File: src/rtl/ili_spi_tx_pkg.sv
// Shared types and constants for the ILI9341 SPI byte transmitter.
// The state enum and default clock divider are used by the top and the bench.
package ili_spi_tx_pkg;

  localparam logic HIGH = 1'b1;
  localparam logic LOW  = 1'b0;

  localparam int SPI_DW      = 8;
  localparam int SPI_CLK_DIV = 2;

  typedef enum logic [2:0] {
    IDLE     = 3'd0,
    SHIFT_LO = 3'd1,
    SHIFT_HI = 3'd2,
    DONE     = 3'd3,
    REARM    = 3'd4
  } spi_state_t;

endpackage

File: src/rtl/ili_spi_clkdiv.sv
// Loadable down-counter that times one SCLK half-period.
// tc is high while the count sits at zero; a load restarts the half-period.
module ili_spi_clkdiv #(
  parameter int CLK_DIV = 2
) (
  input  logic clk,
  input  logic rst,
  input  logic load,
  input  logic en,
  output logic tc
);

  localparam int CNT_W = $clog2(CLK_DIV + 1);

  if (CLK_DIV < 1) begin : g_bad_div
    $error("ili_spi_clkdiv: CLK_DIV must be at least 1");
  end

  logic [CNT_W-1:0] cnt_q, cnt_d;

  always_comb begin
    cnt_d = cnt_q;
    if (load) begin
      cnt_d = CNT_W'(CLK_DIV - 1);
    end else if (en && (cnt_q != '0)) begin
      cnt_d = cnt_q - 1'b1;
    end
  end

  always_ff @(posedge clk or posedge rst) begin
    if (rst) begin
      cnt_q <= '0;
    end else begin
      cnt_q <= cnt_d;
    end
  end

  assign tc = (cnt_q == '0);

endmodule

File: src/rtl/ili_spi_tx.sv
// MSB-first SPI mode-0 byte transmitter for the ILI9341 panel.
// Accepts one byte per send request and acknowledges with a single-cycle sent pulse.
module ili_spi_tx
  import ili_spi_tx_pkg::*;
#(
  parameter int DW      = SPI_DW,
  parameter int CLK_DIV = SPI_CLK_DIV
) (
  input  logic          clk,
  input  logic          rst,
  input  logic          send,
  input  logic [DW-1:0] data,
  input  logic          dc_in,
  input  logic          cs_in,
  output logic          sent,
  output logic          busy,
  output logic          spi_sclk,
  output logic          spi_mosi,
  output logic          spi_dc,
  output logic          spi_cs
);

  localparam int BW = (DW > 1) ? $clog2(DW) : 1;

  spi_state_t    state_q, state_d;
  logic [BW-1:0] bit_q, bit_d;
  logic [DW-1:0] shreg_q, shreg_d;
  logic          dc_q, dc_d;
  logic          cs_q;
  logic          sclk_q, sclk_d;
  logic          sent_q, sent_d;
  logic          busy_q, busy_d;
  logic          div_load;
  logic          div_en;
  logic          div_tc;

  ili_spi_clkdiv #(
    .CLK_DIV(CLK_DIV)
  ) u_clkdiv (
    .clk (clk),
    .rst (rst),
    .load(div_load),
    .en  (div_en),
    .tc  (div_tc)
  );

  assign div_en = (state_q == SHIFT_LO) || (state_q == SHIFT_HI);

  always_comb begin
    state_d  = state_q;
    bit_d    = bit_q;
    shreg_d  = shreg_q;
    dc_d     = dc_q;
    div_load = LOW;
    unique case (state_q)
      IDLE: begin
        if (send) begin
          state_d  = SHIFT_LO;
          shreg_d  = data;
          dc_d     = dc_in;
          bit_d    = BW'(DW - 1);
          div_load = HIGH;
        end
      end
      SHIFT_LO: begin
        if (div_tc) begin
          state_d  = SHIFT_HI;
          div_load = HIGH;
        end
      end
      SHIFT_HI: begin
        if (div_tc) begin
          div_load = HIGH;
          if (bit_q == '0) begin
            state_d = DONE;
          end else begin
            // Shift on the falling transition so MOSI is stable across the next rise.
            bit_d   = bit_q - 1'b1;
            shreg_d = shreg_q << 1;
            state_d = SHIFT_LO;
          end
        end
      end
      DONE: begin
        state_d = REARM;
      end
      REARM: begin
        // A send still held from the previous byte must not start another one.
        if (!send) begin
          state_d = IDLE;
        end
      end
      default: begin
        state_d = IDLE;
      end
    endcase
  end

  // Outputs are registered from the next state so the panel pins never glitch.
  always_comb begin
    sclk_d = (state_d == SHIFT_HI);
    sent_d = (state_d == DONE);
    busy_d = (state_d != IDLE);
  end

  always_ff @(posedge clk or posedge rst) begin
    if (rst) begin
      state_q <= IDLE;
      bit_q   <= '0;
      shreg_q <= '0;
      dc_q    <= HIGH;
      cs_q    <= HIGH;
      sclk_q  <= LOW;
      sent_q  <= LOW;
      busy_q  <= LOW;
    end else begin
      state_q <= state_d;
      bit_q   <= bit_d;
      shreg_q <= shreg_d;
      dc_q    <= dc_d;
      cs_q    <= cs_in;
      sclk_q  <= sclk_d;
      sent_q  <= sent_d;
      busy_q  <= busy_d;
    end
  end

  assign spi_sclk = sclk_q;
  assign spi_mosi = shreg_q[DW-1];
  assign spi_dc   = dc_q;
  assign spi_cs   = cs_q;
  assign sent     = sent_q;
  assign busy     = busy_q;

endmodule

File: config.mk
export PLATFORM = sky130hd
export DESIGN_NAME = ili_spi_tx
export DESIGN_NICKNAME = d
export VERILOG_FILES = /design/src/rtl/ili_spi_tx_pkg.sv /design/src/rtl/ili_spi_clkdiv.sv /design/src/rtl/ili_spi_tx.sv
export SDC_FILE = /design/constraint.sdc
export NUM_CORES = 1
export LEC_CHECK = 0
export ABC_CLOCK_PERIOD_IN_PS = 2400
export CAP_MARGIN = 40
export CORE_MARGIN = 2
export CORE_UTILIZATION = 29
export CTS_CLUSTER_SIZE = 8
export DETAILED_ROUTE_END_ITERATION = 7
export PLACE_DENSITY_LB_ADDON = 0.15
export REMOVE_ABC_BUFFERS = 1
export SETUP_SLACK_MARGIN = 0.3
export SLEW_MARGIN = 5
export SYNTH_ARGS = -nofsm -noshare
export SYNTH_HDL_FRONTEND = slang
export SYNTH_SLANG_ARGS = --single-unit
File: constraint.sdc
create_clock -name clk -period 2.4 [get_ports clk]
set_input_delay 0.36 -clock clk [delete_from_list [all_inputs] [get_ports clk]]
set_output_delay 0.36 -clock clk [all_outputs]
set_load 0.01 [all_outputs]
======== Word level (Yosys, flattened, before mapping) ========
Index checks and enable logic that the tools add are counted.
cells by class
  shift operators ......................... 0
  $lt $le $gt $ge ......................... 0
  div/mod/pow operators ................... 0
  bitwise logic cells ..................... 0
  equality and inequality tests ........... 9
  mux-type cells .......................... 19
  reductions and logical operators ........ 12
  multipliers ............................. 0
  $add $sub $neg .......................... 2
operators by type and width
  kind                                                                    number
  8-bit 2-to-1 mux                                                        3
  3-bit 2-to-1 mux                                                        7
  8-bit case mux with 2 select lines                                      1
  3-bit case mux with 5 select lines                                      1
  3-bit by 2-bit equality test with 1-bit output (second input constant)  4
  3-bit logical NOT                                                       2
  2-bit 2-to-1 mux                                                        3
  2-bit != test (second input constant)                                   3
  3-bit case mux with 2 select lines                                      1
  2-bit nonzero test                                                      3
  4-bit AND reduction                                                     1
  3-bit by 1-bit equality test with 1-bit output (second input constant)  1
  3-bit equality test (second input constant)                             1
  3-bit nonzero test                                                      1
  3-bit by 1-bit subtractor with 3-bit output (second input constant)     1
  2-bit logical NOT                                                       1
  1-bit 2-to-1 mux                                                        2
  1-bit case mux with 2 select lines                                      1
  2-bit AND reduction                                                     1
  2-bit OR reduction                                                      1
  2-bit by 1-bit subtractor with 2-bit output (second input constant)     1
  1-bit logical AND                                                       1
  1-bit logical OR                                                        1
storage, ports and cells
  output and inout port bits .............. 6
  register bits ........................... 21
  memory bits (writable) .................. 0
  ROM bits ................................ 0
  latch bits .............................. 0
  input bits .............................. 13
  memories kept ........................... 0

======== Depth between registers and ports, before layout ========
Gate-level depths: netlist (run 1).
  depth after elaboration ................. 5
  depth in mapped cells ................... 7
  gate-level depth less buffers ........... 6

======== By module ========
From an unflattened synthesis (run 1), not the netlist that was laid out.
unflattened totals
  cells, all modules ...................... 91
  area, all modules ....................... 1059.8 um^2
modules (own cells, without submodules)
  module          instances  cells an instance  seq. area each (um^2)  area an instance (um^2)
  ili_spi_tx      1          79                 478.0                  939.7
  ili_spi_clkdiv  1          12                 50.0                   120.1

======== Worst setup path before layout (run 1) ========
OpenSTA, ideal clock, no wires.
  path kind ............................... register to register
  start point ............................. reg bit_q[0]
  end point ............................... reg bit_q[0]
  data required time ...................... 2.278 ns
  stages on the path, launching flop included .. 7
  period minus slack after synthesis ...... 1.530 ns
  setup slack ............................. 0.870 ns
  path buffers ............................ 0
  setup time .............................. 0.122 ns
  arrival time ............................ 1.408 ns
  cell sequence ........................... dfrtp_1 -> inv_1 -> ha_1 -> and3b_4 -> nor4_4 -> and3_1 -> o21ai_1
on the way
  word-level cells in the longest chain between the ends .. 4
ends and longest elaborated chain
  item                                         RTL line           text
  start, declared                              ili_spi_tx.sv:26   logic [BW-1:0] bit_q, bit_d;
  start signal, assigned                       ili_spi_tx.sv:118  bit_q <= bit_d;
  3-bit by 1-bit subtractor with 3-bit output  ili_spi_tx.sv:78   bit_d = bit_q - 1'b1;
  3-bit 2-to-1 mux                             ili_spi_tx.sv:74   if (bit_q == '0) begin
  3-bit 2-to-1 mux                             ili_spi_tx.sv:72   if (div_tc) begin
  3-bit case mux with 2 select lines           ili_spi_tx.sv:55   unique case (state_q)
Several ways; a longest one is shown, not always the timed one. The select of a mux whose other input is x is not followed.
A chain may end at the register's enable or synchronous reset.

======== Worst setup path after layout (run 1) ========
  start point ............................. reg u_clkdiv.cnt_q[0]
  end point ............................... reg shreg_q[5]
on the way
  word-level cells in the longest chain between the ends .. 3
ends and longest elaborated chain
  item                                  RTL line              text
  start, declared                       ili_spi_clkdiv.sv:19  logic [CNT_W-1:0] cnt_q, cnt_d;
  start signal, assigned                ili_spi_clkdiv.sv:34  cnt_q <= cnt_d;
  2-bit logical NOT                     ili_spi_clkdiv.sv:38  assign tc = (cnt_q == '0);
  2-bit != test (no source line)        -
  4-bit AND reduction (no source line)  -
  end signal, assigned                  ili_spi_tx.sv:119     shreg_q <= shreg_d;
  end, declared                         ili_spi_tx.sv:27      logic [DW-1:0] shreg_q, shreg_d;
Every way passes these cells.

==> impl_metrics.yaml, run 1 <==
power_and_ir_drop:
  p_total_uw: 1520
  switching_share: 0.370
  p_switching_uw: 563
  p_int_uw: 960
  power.leakage_uw: 0.000592
  peakVddDrop_mv: 0.500
  clock_power_share: 0.154
  combPwrFrac: 0.435
  power_frac_seq: 0.411
  cellPowerDensity_nw_per_um2: 1120
setup_path:
  cp-start-kind: "register"
  path_buf_inv: 2
  crit_path_top_delay_cell: "dfrtp_1"
  path_class: "reg -> reg"
  critPathMaxStageDelay_ns: 0.38
  end_kind: "register"
  crit_family: "simple AND/OR/NAND/NOR gates"
  cp.arrival_ns: 1.96
  crit_chain: "inv_1, ha_1, nor2b_4, nor4b_4, buf_4, nor2_1, a21oi_1"
  path_max_fanout: 7
  r2r_cells: 7
  crit_cells: 7
  cp.required_ns: 2.59
  ff2ff_setup_slack_ns: 0.62
  r2r_end: "shreg_q[5]"
  reg2reg_from: "u_clkdiv.cnt_q[0]"
routing:
  drt_iter0_drc: 31
  drt_first_pass_iters: 4
  wirelength_um: 2130
  vias_per_cell: 4.61
  vias: 788
  route.detailed.drc: 0
  drtAntennaViolNets: 0
  wl_per_cell_um: 12.5
synthesis:
  netlist_area_um2: 1080
  synth_top_area_share: 0.440
  synth_largest_area_cell: "dfrtp_1"
  postSynthCellCount: 102
  synth_edf_count: 0
  synth_warnings: 0
  yosysUniqueCellTypes: 36
  synth_flop_cell: "dfrtp_1"
  ys_async_sr_fraction: 1.00
  synth-seq-cells: 21
  yosys-top-cells-area: "dfrtp_1, a21oi_1, dfstp_2, nor2_1, ha_1"
  syn_area_per_cell_um2: 10.6
  yosysSeqAreaShare: 0.489
clocking:
  cts_setup_buffers: 0
  clkSlewWorstSetupHoldPaths_ns: 0.08
  htreeDepth: 1
  cts_tree: "yes"
  holdBufCountCts: 0
  clock_latency_ns: 0.26
  ctsResizeCount: 0
  clock_path_buffers: 2
  cts_buffers: 3
  root_buffer: "clkbuf_8"
  cts.sinks: 21
cells_and_area:
  drive_gt1_frac: 0.154
  num-nets-final: 141
  antennaDiodeCount: 0
  syn_to_final_growth_pct: 25.4
  stdcell_count: 171
floorplanning:
  num_rows: 22
  core_um2: 3630
  die_area_um2: 4230
  initial_core_util: 0.297
  die_h_um: 65.0
  ios: 19
  die_w_um: 65.0
global_routing:
  grt_start_max_net_pins: 22
  grtUsageTotal: 0.116
  antenna_found_initial: 0
  grt_pass1_vias: 797
  gr-total-overflow: 0
  grt_pass1_wl_um: 3730
worst_hold_path:
  hold_class: "in -> async"
sta:
  hold_viol_final: 0
  rsz0062_at_grt: "no"
  clock_skew_ns: 0.00361
  layout_min_cycle_time_ns: 1.78
  fin_ws_ns: 0.624
  timing.fmax_mhz: 563
  period_share: 0.740
  slew_violations: 0
  setup_viol: 0
  max_slew_margin: 0.691
  tns_ns: 0
  max_slew.worst_pin.slew_ns: 0.463
flow_run:
  maxCapViolCount: 0
placed_design:
  dp_hpwl_um: 1510
  gp_congestion: 0.739
  pre_cts_slack_ns: 0.500
  io_buffers: 18
  dp_cells: 167
status:
  outcome: "completed"
-- synth_stat cells (2+ instances only) --
cell and n:
a21oi_1 12, and3_1 2, buf_6 2, dfrtp_1 19, dfstp_2 2, ha_1 4
inv_1 8, nand2_1 4, nor2_1 14, nor2b_1 2, o22ai_1 8
-- sequential cells by signal, summed over array words and instances, names as in the netlist --
| signal | cells |
|---|---|
| sent | 1 |
| busy | 1 |
| bit_q | 3 |
| u_clkdiv.cnt_q | 2 |
| shreg_q | 8 |
| spi_cs | 1 |
| state_q | 3 |
| spi_sclk | 1 |
| spi_dc | 1 |
-- worst reg2reg max path: stages, from the launching register on --
cell and delay, ns:
dfrtp_1 0.38, inv_1 0.11, ha_1 0.38, nor2b_4 0.09, nor4b_4 0.35, buf_4 0.23, nor2_1 0.05, a21oi_1 0.12
-- layout by cell type (no fill, tap or decap), types with 2 or more instances in the layout --
master	Yosys	final
ha_1	4	4
a21oi_1	12	12
nand2_1	4	4
nor2_1	14	14
dfstp_2	2	2
clkdlybuf4s50_1	0	18
dfrtp_1	19	19
and3_1	2	2
nor2b_1	2	2
clkbuf_8	0	3
o22ai_1	8	8
inv_1	8	8
buf_4	1	3
-- per-stage QoR --
step / hold WS, ns / area (um2) / util
detailed placement: 0.515 / 1310 / 0.360
finish: 0.434 / 1350 / 0.373
global route: 0.463 / 1350 / 0.373
floorplan: 0.335 / 1040 / -
CTS: 0.442 / 1350 / 0.373
global placement: 0.504 / 1310 / 0.360
-- per-layer routing --
| metal | up-vias | share of wire | wire, um | global-route usage |
|---|---|---|---|---|
| li1 | 395 | - | - | - |
| met1 | 376 | 0.47 | 995 | 0.136 |
| met3 | 2 | 0.046 | 98 | 0.0399 |
| met2 | 15 | 0.48 | 1020 | 0.200 |
| met4 | 0 | 0.010 | 22 | 0.0313 |
| met5 | - | 0 | 0 | 0 |
-- cell type report --
type                    instances  area [um2]
clock buffers                   3        41.3
clock inverters                 1        5.00
fillers                       382        2280
inverters                       8        30.0
multi-input cells              69         487
flip-flops and latches         21         528
well taps                      48        60.1
repair buffers                 21         203
-- cells by family after synthesis --
logic type,after synthesis,share of synthesized area
buffers and inverters,12,0.0603
DFF,21,0.489
xor gates and xnor gates,1,0.00811
muxes,1,0.0104
adders and majority gates,4,0.0464
AOI/OAI and AO/OA,30,0.181
and+or+nand+nor,33,0.205
-- worst max path at each step --
stage | startpoint | endpoint
3_3_place_gp | send | spi_dc
5_1_grt | u_clkdiv.cnt_q[0] | shreg_q[5]
4_1_cts | u_clkdiv.cnt_q[0] | shreg_q[5]
6_report | u_clkdiv.cnt_q[0] | shreg_q[5]
2_1_floorplan | u_clkdiv.cnt_q[0] | bit_q[2]
3_5_place_dp | send | spi_dc
-- power by group through the flow --
stage / sequential [uW] / clock (uW) / combinational, uW
after floorplan: 626 / 0 / 444
after global placement: 628 / 0 / 660
after detailed placement: 633 / 0 / 671
after CTS: 626 / 253 / 674
after global routing: 651 / 267 / 750
final: 626 / 235 / 662
Note: power is estimated with default switching activity, not from simulation.
==> run 2: changes to the inputs <==
--- a/config.mk
+++ b/config.mk
@@ -5,7 +5,7 @@
 export SDC_FILE = /design/constraint.sdc
 export NUM_CORES = 1
 export LEC_CHECK = 0
-export ABC_CLOCK_PERIOD_IN_PS = 2400
+export ABC_CLOCK_PERIOD_IN_PS = 1600
 export CAP_MARGIN = 40
 export CORE_MARGIN = 2
 export CORE_UTILIZATION = 29
==> constraint.sdc (replaced) <==
create_clock -name clk -period 1.6 [get_ports clk]
set_input_delay 0.24 -clock clk [delete_from_list [all_inputs] [get_ports clk]]
set_output_delay 0.24 -clock clk [all_outputs]
set_load 0.01 [all_outputs]
==> impl_metrics.yaml, run 2 (same netlist as run 1, synthesis figures left out) <==
clocking:
  clock_latency_ns: 0.26
  clock_path_buffers: 2
  clkSlewWorstSetupHoldPaths_ns: 0.08
  root_buffer: "clkbuf_8"
  htreeDepth: 1
  cts_tree: "yes"
  cts_buffers: 3
  cts.sinks: 21
sta:
  slew_violations: 0
  setup_viol: 0
  period_share: 0.944
  layout_min_cycle_time_ns: 1.51
  max_slew_margin: 0.779
  max_slew.worst_pin.slew_ns: 0.329
  clock_skew_ns: 0.00578
  timing.fmax_mhz: 662
  hold_viol_final: 0
  fin_ws_ns: 0.0900
  rsz0062_at_grt: "yes"
floorplanning:
  die_h_um: 65.0
  ios: 19
  die_w_um: 65.0
  core_um2: 3630
  num_rows: 22
  initial_core_util: 0.297
  die_area_um2: 4230
cells_and_area:
  syn_to_final_growth_pct: 51.7
  largest_register: "shreg_q"
  final_common_cell: "buf_4"
  stdcell_count: 193
  largest_registers: "shreg_q x8, bit_q x3, state_q x3"
  drive_gt1_frac: 0.400
  final_area_um2: 1640
  largest_reg_flops: 8
  antennaDiodeCount: 0
  final_cell_mix: "buf_4, dfrtp_1, nor2_1"
  num-nets-final: 163
routing:
  drtAntennaViolNets: 0
  route.detailed.drc: 0
  wl_met3_um: 62
  drt_iter0_drc: 9
  vias_per_cell: 4.54
  drt-met1-wl_um: 1120
  vias: 876
  wl_per_cell_um: 12.7
  drt_first_pass_iters: 3
  wirelength_um: 2440
  routed.top_layer: "met4"
  wl_met2_um: 1220
setup_path:
  critPathMaxStageDelay_ns: 0.36
  ff2ff_setup_slack_ns: 0.09
  r2r_cells: 7
  crit_chain: "inv_2, ha_4, and3b_4, nor4b_4, buf_4, and3_1, o21bai_1"
  crit_path_top_delay_cell: "dfrtp_1"
  path_max_fanout: 4
  reg2reg_from: "bit_q[1]"
  cp.required_ns: 1.75
  r2r_end: "bit_q[2]"
  path_class: "reg -> reg"
  cp.arrival_ns: 1.66
  cp-start-kind: "register"
  end_kind: "register"
power_and_ir_drop:
  combPwrFrac: 0.546
  clock_power_share: 0.127
  power_frac_seq: 0.328
  cellPowerDensity_nw_per_um2: 1700
  switching_share: 0.368
  p_int_uw: 1760
  p_switching_uw: 1030
  peakVddDrop_mv: 0.736
  power.leakage_uw: 0.000728
status:
  outcome: "completed"
global_routing:
  grt_pass1_vias: 844
  grt_pass1_wl_um: 3760
  grt_start_max_net_pins: 22
  gr-total-overflow: 0
  grtUsageTotal: 0.117
  antenna_found_initial: 0
placed_design:
  dp_hpwl_um: 1630
  gp_congestion: 0.781
  dp_cells: 179
  place_area_um2: 1400
  io_buffers: 18
  pre_cts_slack_ns: -0.0709
worst_hold_path:
  hold_class: "in -> async"
flow_run:
  maxCapViolCount: 0
-- run 2: cell types whose count changed in the layout (fill, tap and decap cells not counted), moves of 3 or more --
| cell | before | now |
|---|---|---|
| dlygate4sd2_1 | 0 | 5 |
| inv_1 | 8 | 5 |
| ha_1 | 4 | 1 |
| ha_4 | 0 | 3 |
| a21oi_1 | 12 | 9 |
| inv_2 | 0 | 3 |
| buf_6 | 0 | 3 |
| a21oi_2 | 1 | 4 |
| clkdlybuf4s50_1 | 18 | 11 |
| buf_4 | 3 | 22 |
-- run 2: cell type report --
cell class | instances | area (um2)
fill | 360 | 2000
multi-input combinational | 69 | 596
inverter | 8 | 30.0
clock inverter | 1 | 5.00
sequential | 21 | 531
tap | 48 | 60.1
clock buffer | 3 | 41.3
timing repair buffer | 43 | 375
-- run 2: per-layer routing --
layer / vias to the layer above / GRT usage
met4: 0 / 0.0547
met3: 4 / 0.0156
met5: - / 0
met1: 417 / 0.147
li1: 441 / -
met2: 14 / 0.200
-- run 2: power by group through the flow --
stage                     combinational, uW  clock [uW]  sequential, uW
final                                  1520         353             914
after global routing                   1660         390             944
after CTS                              1340         368             916
after detailed placement               1190           0             916
after global placement                 1170           0             911
after floorplan                         666           0             938
-- run 2: worst max-delay path, delay by kind of cell, from the launching register on --
family | cells | cell delay, ns
buffers and inverters | 2 | 0.23
adders and majority gates | 1 | 0.15
DFF | 1 | 0.36
and+or+nand+nor | 3 | 0.57
AOI/OAI and AO/OA | 1 | 0.08
-- run 2: what timing repair did --
action,in CTS,in global routing
buffers inserted,4,6
pin swaps,1,6
setup endpoints to repair,25,18
hold buffers,0,0
resized for setup,22,15
-- run 2: worst max-delay path by stage --
stage | start | slack, ns | to
finish | bit_q[1] | 0.09 | bit_q[2]
global route | bit_q[1] | 0.05 | bit_q[2]
CTS | bit_q[1] | 0.11 | bit_q[2]
detailed placement | send | -0.07 | shreg_q[4]
global placement | send | -0.03 | spi_dc
floorplan | u_clkdiv.cnt_q[0] | -0.05 | bit_q[2]
-- run 2: per-stage QoR --
stage	setup TNS, ns	total power, uW	hold slack (ns)	util
3_5_place_dp	-0.412	2100	0.514	0.385
5_1_grt	0	2990	0.351	0.451
3_3_place_gp	-0.0832	2080	0.499	0.385
4_1_cts	0	2620	0.337	0.422
2_1_floorplan	-0.0454	1600	0.215	-
6_report	0	2790	0.320	0.451
==> run 3: changes to the inputs <==
--- a/config.mk
+++ b/config.mk
@@ -11,6 +11,7 @@
 export CORE_UTILIZATION = 29
 export CTS_CLUSTER_SIZE = 8
 export DETAILED_ROUTE_END_ITERATION = 7
+export GPL_TIMING_DRIVEN = 0
 export PLACE_DENSITY_LB_ADDON = 0.15
 export REMOVE_ABC_BUFFERS = 1
 export SETUP_SLACK_MARGIN = 0.3
==> impl_metrics.yaml, run 3 (same netlist as run 1, synthesis figures left out) <==
sta:
  rsz0062_at_grt: "yes"
  clock_skew_ns: 0.00429
  slew_violations: 0
  timing.fmax_mhz: 646
  setup_viol: 0
  layout_min_cycle_time_ns: 1.55
  hold_viol_final: 0
  max_slew.worst_pin.slew_ns: 0.346
  max_slew_margin: 0.769
  period_share: 0.968
floorplanning:
  die_h_um: 65.0
  num_rows: 22
  initial_core_util: 0.297
  die_area_um2: 4230
  ios: 19
  core_um2: 3630
  die_w_um: 65.0
setup_path:
  path_class: "reg -> reg"
  cp.arrival_ns: 1.70
  path_max_fanout: 3
  cp-start-kind: "register"
  reg2reg_from: "bit_q[1]"
  end_kind: "register"
  cp-startpoint: "bit_q[1]"
  cp.required_ns: 1.75
routing:
  wl_per_cell_um: 13.5
  route.detailed.drc: 0
  wirelength_um: 2600
  drt_first_pass_iters: 3
  drt_iter0_drc: 25
  drtAntennaViolNets: 0
  vias_per_cell: 4.66
  vias: 895
placed_design:
  gp_congestion: 0.704
  dp_hpwl_um: 1450
  io_buffers: 18
  place_area_um2: 1300
power_and_ir_drop:
  p_switching_uw: 1130
  power.leakage_uw: 0.000734
  clock_power_share: 0.118
  switching_share: 0.385
  combPwrFrac: 0.565
  cellPowerDensity_nw_per_um2: 1720
  p_total_uw: 2930
  peakVddDrop_mv: 0.601
  p_int_uw: 1800
  power_frac_seq: 0.316
worst_hold_path:
  hold_class: "in -> async"
clocking:
  clkSlewWorstSetupHoldPaths_ns: 0.08
  clock_latency_ns: 0.26
  clock_path_buffers: 2
  cts_tree: "yes"
  root_buffer: "clkbuf_8"
  cts_buffers: 3
  cts.sinks: 21
  htreeDepth: 1
cells_and_area:
  largest_register: "shreg_q"
  antennaDiodeCount: 0
  largest_reg_flops: 8
  num-nets-final: 162
  syn_to_final_growth_pct: 58.1
  final_cell_mix: "dfrtp_1, buf_4, clkdlybuf4s50_1"
  drive_gt1_frac: 0.514
  largest_registers: "shreg_q x8, bit_q x3, state_q x3"
  final_area_um2: 1710
global_routing:
  grt_pass1_vias: 933
  grt_start_max_net_pins: 15
  grt_pass1_wl_um: 4420
  antenna_found_initial: 0
  grtUsageTotal: 0.137
  gr-total-overflow: 0
flow_run:
  maxCapViolCount: 0
status:
  outcome: "completed"
==> run 3: changes by cell type in the layout (fill, tap and decap cells not counted), moves of 2 or more <==
cell / change
nor2_1: -8
buf_4: -6
nor2_2: +6
a21oi_1: -3
a21oi_2: +3
buf_6: +2
nor2_4: +2
==> run 3: routing by layer <==
| metal | GRT usage | share of wire |
|---|---|---|
| met1 | 0.168 | 0.44 |
| met2 | 0.241 | 0.51 |
| met3 | 0.0313 | 0.030 |
| met4 | 0.0391 | 0.013 |
| met5 | 0 | 0 |
==> run 3: worst paths after layout <==
path	to	slack [ns]	cells past startpoint
setup / recovery	bit_q[2]	0.05	7
hold / removal	sent	0.24	2
setup reg to reg	bit_q[2]	0.05	7
hold reg to reg	shreg_q[1]	0.54	2
max in group asynchronous	spi_dc	0.87	3
min in group clk	spi_cs	0.39	1
==> run 3: through the flow <==
stage,setup WS [ns],setup TNS (ns),hold WS (ns),cells,util
global placement,-0.353,-2.71,0.502,164,0.354
CTS,0.106,0,0.246,187,0.444
finish,0.0509,0,0.236,192,0.470
detailed placement,-0.362,-3.15,0.518,165,0.358
global route,-0.0158,-0.0158,0.251,192,0.470
floorplan,-0.0454,-0.0454,0.215,98,-
==> run 3: layout make-up <==
cell class	count	area, um2
Clock buffer	3	41.3
Fill cell	349	1930
Clock inverter	1	5.00
Inverter	8	30.0
Tap cell	48	60.1
Timing Repair Buffer	42	387
Sequential cell	21	532
Multi-Input combinational cell	69	652
==> run 3: power groups by stage <==
stage	Clock (uW)	Sequential, uW	Combinational (uW)
floorplan	0	938	666
global placement	0	940	953
detailed placement	0	946	977
CTS	359	910	1450
global route	395	956	1820
finish	347	926	1660
==> run 3: critical path, cell delays in order (launching register included) <==
cell      delay, ns
dfrtp_1        0.36
inv_2          0.06
ha_4           0.15
and3b_4        0.19
nor4b_4        0.28
buf_4          0.18
and3_1         0.15
o21bai_1       0.06
==> run 3: what timing repair did <==
| action | 4_1_cts | 5_1_grt |
|---|---|---|
| setup buffers | 18 | 5 |
| hold buffers | 0 | 0 |
| gates resized for setup | 41 | 19 |
| gates cloned | 0 | 0 |
| setup endpoints to repair | 25 | 21 |
| pin swaps | 9 | 6 |
